$ cat src/rtl/exm_lane_sync_pkg.sv
// Shared definitions for the EXM lane completion barrier.
// Lane FSM encodings and the default ES->WS payload width.
// No logic; imported by the barrier top and its lane slots.
package exm_lane_sync_pkg;

   // Width of the ES->WS bus: {csr_wen, csr_addr, csr_wdata, gr_we, dest, result, pc}
   localparam int ES_TO_WS_BUS_WD = 117;
   localparam int PAYLOAD_W_DEF   = ES_TO_WS_BUS_WD;

   typedef enum logic [1:0] {
      LS_IDLE      = 2'b00,
      LS_WAIT_SELF = 2'b01,
      LS_HELD      = 2'b10
   } lane_state_t;

endpackage

$ cat src/rtl/exm_lane_slot.sv
// One issue lane of the completion barrier: state FSM plus payload capture buffer.
// Capture takes one cycle; the release payload is combinational from buffer or live input.
// A lane that finishes before its group is told to hold until the group is accepted.
module exm_lane_slot
   import exm_lane_sync_pkg::*;
#(
   parameter int PAYLOAD_W = PAYLOAD_W_DEF
) (
   input  logic                 clk,
   input  logic                 reset,
   input  logic                 flush,
   input  logic                 grp_ready,
   input  logic                 valid,
   input  logic                 done,
   input  logic [PAYLOAD_W-1:0] payload,
   output logic                 hold,
   output logic                 ok,
   output logic [PAYLOAD_W-1:0] rel_payload
);

   lane_state_t          state_q;
   lane_state_t          state_d;
   logic                 capture;
   logic [PAYLOAD_W-1:0] hold_buf;

   // Lane state register; reset returns the lane to IDLE
   always_ff @(posedge clk) begin
      if (reset) state_q <= LS_IDLE;
      else       state_q <= state_d;
   end

   // Next state and capture strobe; flush and group acceptance both end the lane's group
   always_comb begin
      state_d = state_q;
      capture = 1'b0;
      if (flush || grp_ready) begin
         state_d = LS_IDLE;
      end else begin
         case (state_q)
            LS_IDLE, LS_WAIT_SELF: begin
               if (valid && done) begin
                  state_d = LS_HELD;
                  capture = 1'b1;
               end else if (valid) begin
                  state_d = LS_WAIT_SELF;
               end else begin
                  state_d = LS_IDLE;
               end
            end
            LS_HELD: state_d = LS_HELD;
            default: state_d = LS_IDLE;
         endcase
      end
   end

   // Capture buffer: loaded once when the lane finishes ahead of its group
   always_ff @(posedge clk) begin
      if (reset)        hold_buf <= '0;
      else if (capture) hold_buf <= payload;
   end

   assign hold        = (state_q == LS_HELD);
   assign ok          = ~valid | done | hold;
   assign rel_payload = hold ? hold_buf : payload;

endmodule

$ cat src/rtl/exm_lane_sync.sv
// N-lane completion barrier between the EXM lanes and WB, with stall counters.
// One cycle from group acceptance to the registered WB output.
// WB backpressure (ws_ready low) freezes the output register and keeps finished lanes held.
module exm_lane_sync
   import exm_lane_sync_pkg::*;
#(
   parameter int LANES     = 2,
   parameter int PAYLOAD_W = PAYLOAD_W_DEF,
   parameter int CNT_W     = 16
) (
   input  logic                       clk,
   input  logic                       reset,
   input  logic                       flush,
   input  logic [LANES-1:0]           lane_valid,
   input  logic [LANES-1:0]           lane_done,
   input  logic [LANES*PAYLOAD_W-1:0] lane_payload,
   output logic [LANES-1:0]           lane_hold,
   output logic                       grp_ready,
   input  logic                       ws_ready,
   output logic [LANES-1:0]           ws_valid,
   output logic                       ws_fire,
   output logic [LANES*PAYLOAD_W-1:0] ws_payload,
   output logic [CNT_W-1:0]           stall_cur,
   output logic [CNT_W-1:0]           stall_total
);

   localparam logic [CNT_W-1:0] CNT_ONE = {{(CNT_W-1){1'b0}}, 1'b1};

   logic [LANES-1:0]           lane_ok;
   logic [LANES*PAYLOAD_W-1:0] rel_payload;
   logic                       grp_done;
   logic                       stall_inc;

   for (genvar i = 0; i < LANES; i++) begin : g_lane
      exm_lane_slot #(
         .PAYLOAD_W (PAYLOAD_W)
      ) u_slot (
         .clk         (clk),
         .reset       (reset),
         .flush       (flush),
         .grp_ready   (grp_ready),
         .valid       (lane_valid[i]),
         .done        (lane_done[i]),
         .payload     (lane_payload[i*PAYLOAD_W +: PAYLOAD_W]),
         .hold        (lane_hold[i]),
         .ok          (lane_ok[i]),
         .rel_payload (rel_payload[i*PAYLOAD_W +: PAYLOAD_W])
      );
   end

   // Lanes without a valid instruction never block the group; WB stalls are not lane stalls
   assign grp_done  = &lane_ok;
   assign grp_ready = grp_done & ws_ready & ~flush;
   assign stall_inc = ~flush & ~grp_done & (|lane_valid);

   // WB output register: flush kills it regardless of ws_ready, otherwise it only moves on ws_ready
   always_ff @(posedge clk) begin
      if (reset) begin
         ws_valid   <= '0;
         ws_fire    <= 1'b0;
         ws_payload <= '0;
      end else if (flush) begin
         ws_valid   <= '0;
         ws_fire    <= 1'b0;
      end else if (ws_ready) begin
         ws_valid   <= grp_ready ? lane_valid : '0;
         ws_fire    <= grp_ready & (|lane_valid);
         ws_payload <= rel_payload;
      end
   end

   // Wait time of the group in flight; restarts on acceptance or flush, saturates
   always_ff @(posedge clk) begin
      if (reset)                    stall_cur <= '0;
      else if (grp_ready || flush)  stall_cur <= '0;
      else if (stall_inc && !(&stall_cur))
                                    stall_cur <= stall_cur + CNT_ONE;
   end

   // Cumulative lane stall cycles since reset, saturating
   always_ff @(posedge clk) begin
      if (reset)                            stall_total <= '0;
      else if (stall_inc && !(&stall_total)) stall_total <= stall_total + CNT_ONE;
   end

endmodule

$ cat config.mk
export PLATFORM = sky130hd
export DESIGN_NAME = exm_lane_sync
export DESIGN_NICKNAME = d
export VERILOG_FILES = /design/src/rtl/exm_lane_sync_pkg.sv /design/src/rtl/exm_lane_slot.sv /design/src/rtl/exm_lane_sync.sv
export SDC_FILE = /design/constraint.sdc
export NUM_CORES = 1
export LEC_CHECK = 0
export ABC_AREA = 1
export CELL_PAD_IN_SITES_DETAIL_PLACEMENT = 0
export CELL_PAD_IN_SITES_GLOBAL_PLACEMENT = 1
export CORE_ASPECT_RATIO = 0.9
export CORE_UTILIZATION = 38
export CTS_CLUSTER_DIAMETER = 150
export DETAILED_ROUTE_END_ITERATION = 7
export GPL_ROUTABILITY_DRIVEN = 0
export PLACE_DENSITY_LB_ADDON = 0.1
export REMOVE_ABC_BUFFERS = 1
export SYNTH_ARGS = -nofsm -noshare
export SYNTH_HDL_FRONTEND = slang
export SYNTH_SLANG_ARGS = --single-unit
$ cat constraint.sdc
create_clock -name clk -period 4.1 [get_ports clk]
set_clock_uncertainty 0.15 [all_clocks]
set_input_delay 0.615 -clock clk [delete_from_list [all_inputs] [get_ports clk]]
set_output_delay 0.615 -clock clk [all_outputs]
set_load 0.02 [all_outputs]
==> flow_summary.ini <==
[status]
outcome = completed

[timing]
drv_slew = 0
relative_slew_slack_pct = 15.1
fin_ws_ns = 0.817
post-route-period-util_pct = 80.1
worstMarginPinSlew_ns = 1.27
clock.fmax_mhz = 305
rsz_0062_raised_after_global_routing = no
hold_slack_ns = 0.310
timing.final.crit_period_ns = 3.28
timing.final.hold_violations = 0
totalNegativeSetupSlack_ns = 0
report.final.setup_viol = 0

[cells_and_area]
seqCellArea_sq_um = 10100
num-nets-final = 3704
post-route-util_pct = 51.5
multi_input_area_sq_um = 9240
layoutNonFillerInstCount = 4277
final_common_cell = sky130_fd_sc_hd__nand2_1
layout-drive-gt1-share_pct = 3.94
nFillCells = 5481
area.growth.synth_to_final_pct = 33.9
most_frequent_cells_in_the_layout = sky130_fd_sc_hd__nand2_1, sky130_fd_sc_hd__clkdlybuf4s50_1, sky130_fd_sc_hd__dfxtp_1
post-route-cell-area_sq_um = 29400

[clock_tree]
cts_repair_resize_count = 0
clock_buffer_count_from_cts = 57
worst_skew_pair.late_latency_ns = 0.60
cts.sinks = 507
ctsLongestPathBuffers = 3
post-cts-setup-buffer-count = 0
root_buffer = sky130_fd_sc_hd__clkbuf_16
clock_tree.htree_level_count = 2
cts_tree = done
cts.reportedPaths.clkPinSlew_ns = 0.06
holdBufCountCts = 0

[yosys]
yosys_warnings = 0
flip_flop_and_latch_count_after_synthesis = 507
syn-mean-instance-area_sq_um = 7.15
synthesis.area_sq_um = 22000
postSynthCellCount = 3074
post_synth_num_cell_types = 27
share_of_the_yosys_chip_area_belonging_to_registers_pct = 46.2

[worst_setup_path]
timing.critical_path.arrival_ns = 2.52
critical_path.startpoint_type = flip-flop
cp_slowest_stage_delay_ns = 0.63
cp_max_fo = 31
worst-endpoint-required_ns = 3.34
worstPathCellList = nand2_4, nand3_2, nand3_4, nor2_2, clkdlybuf4s50_1
cp.buffers_inverters = 1
regToRegSetupSlack_ns = 1.32
slowest_stage = sky130_fd_sc_hd__clkdlybuf4s50_1
cpLargestDelayFamily = simple AND/OR/NAND/NOR gates
critical_path_class = flip-flop to primary output
critical_path.endpoint_type = primary output

[routing]
detail-route-antenna-nets = 0
wirelength_met1_um = 30600
vias = 21000
route.detailed.wl_per_inst_um = 16.3
drt-total-wl_um = 69600
met2_length_um = 32300
met3_wirelength_from_detailed_routing_um = 5050
dr.max_layer_used = met5
detail_route.iter0.violations = 1316
route.detailed.drc = 0
detail_route.vias_per_cell = 4.90
first_pass_iters = 6

[placed_design]
port-buffer-count = 513
place_ws_ns = 0.924
post_dp_cell_area_sq_um = 27600
place.detailed.hpwl_um = 45500
numPlacedInstances = 4166

[global_routing]
globalRouteOverflowTotal = 0
grt_pass1_wl_um = 109000
grt_start_max_net_pins = 235
grt_usage_pct = 22.8
grt_pass1_vias = 19300
initial_antenna_violation_count = 16

[power]
peakVddDrop_mv = 0.317
design_power_total_mw = 12.0
p_per_cell_area_nw_per_um2 = 409
leakagePower_nw = 13.7

[worst_hold_path]
hp-class = flip-flop to flip-flop

[floorplanning]
placementRows = 83
die_width_um = 255
core-area_sq_um = 57100
die_h_um = 230
die_area_sq_um = 58800
io-pin-count = 514
start_util_pct = 38.5

[run]
timing.max_cap.violations = 0
==> worst reg2reg max path, stage by stage (launching register included) <==
cell	delay [ns]
sky130_fd_sc_hd__dfxtp_1	0.46
sky130_fd_sc_hd__nand2_4	0.29
sky130_fd_sc_hd__nand3_2	0.22
sky130_fd_sc_hd__nand3_4	0.15
sky130_fd_sc_hd__buf_4	0.29
sky130_fd_sc_hd__nand3_4	0.13
sky130_fd_sc_hd__buf_4	0.65
sky130_fd_sc_hd__nand2_1	0.20
sky130_fd_sc_hd__nand2_1	0.09
sky130_fd_sc_hd__nor2_1	0.04
==> synth_stat cells (all sizes together) <==
master	count	share of area, %
nand2	787	13
dfxtp	507	46
inv	445	7.6
nor2	435	7.5
o211ai	411	14
clkbuf	126	2.2
buf	97	2.2
a21oi	80	1.8
nand3	80	1.9
nand4	61	1.7
o21ai	21	0.48
xnor2	7	0.28
xor2	6	0.24
ha	2	0.11
nand3b	2	0.068
nor4	2	0.057
or2	2	0.057
and2	1	0.028
nor3	1	0.046
o21bai	1	0.034
==> sequential cells by signal, summed over array words and instances, names as in the netlist <==
signal / count
stall_cur: 16
ws_fire: 1
ws_payload: 234
g_lane.u_slot.state_q: 4
stall_total: 16
g_lane.u_slot.hold_buf: 234
ws_valid: 2
==> layout make-up <==
class / count / share of cell area (%)
diodes: 10 / 0.0850
clock buffers: 94 / 5.97
flip-flops and latches: 507 / 34.5
multi-input cells: 1899 / 31.4
inverters: 445 / 5.70
clock inverters: 7 / 0.204
well taps: 765 / 3.25
repair buffers: 550 / 18.9
==> final timing paths <==
check                                 from  depth (start not counted)                        endpoint
max            g_lane[1].u_slot.state_q[1]                          5                       grp_ready
min          g_lane[1].u_slot.hold_buf[82]                          2   g_lane[1].u_slot.hold_buf[82]
max reg2reg    g_lane[1].u_slot.state_q[1]                          9  g_lane[0].u_slot.hold_buf[115]
min reg2reg  g_lane[1].u_slot.hold_buf[82]                          2   g_lane[1].u_slot.hold_buf[82]
==> power by group <==
group | total, mW | internal, mW | switching [mW]
sequential | 5.33 | 5.19 | 0.135
combinational | 1.71 | 0.756 | 0.949
clock | 5.00 | 2.95 | 2.05
total | 12.0 | 8.89 | 3.14
==> metal layers <==
layer	vias to the layer above	GRT usage [%]
li1	10600	-
met1	9703	29.0
met2	527	37.4
met3	109	6.50
met4	18	6.46
met5	-	0
==> cells by family (layout without fill, tap and decap cells) <==
| kind of cell | count (synthesis) | in the layout | share of synthesized area [%] |
|---|---|---|---|
| compound gates | 513 | 513 | 16.4 |
| xor+xnor | 13 | 13 | 0.518 |
| fa+ha+maj | 2 | 2 | 0.114 |
| buf+inv | 668 | 1096 | 11.9 |
| flops | 507 | 507 | 46.2 |
| other cells | 0 | 10 | 0 |
| simple gates | 1371 | 1371 | 24.8 |
(Power assumes the default switching activity.)
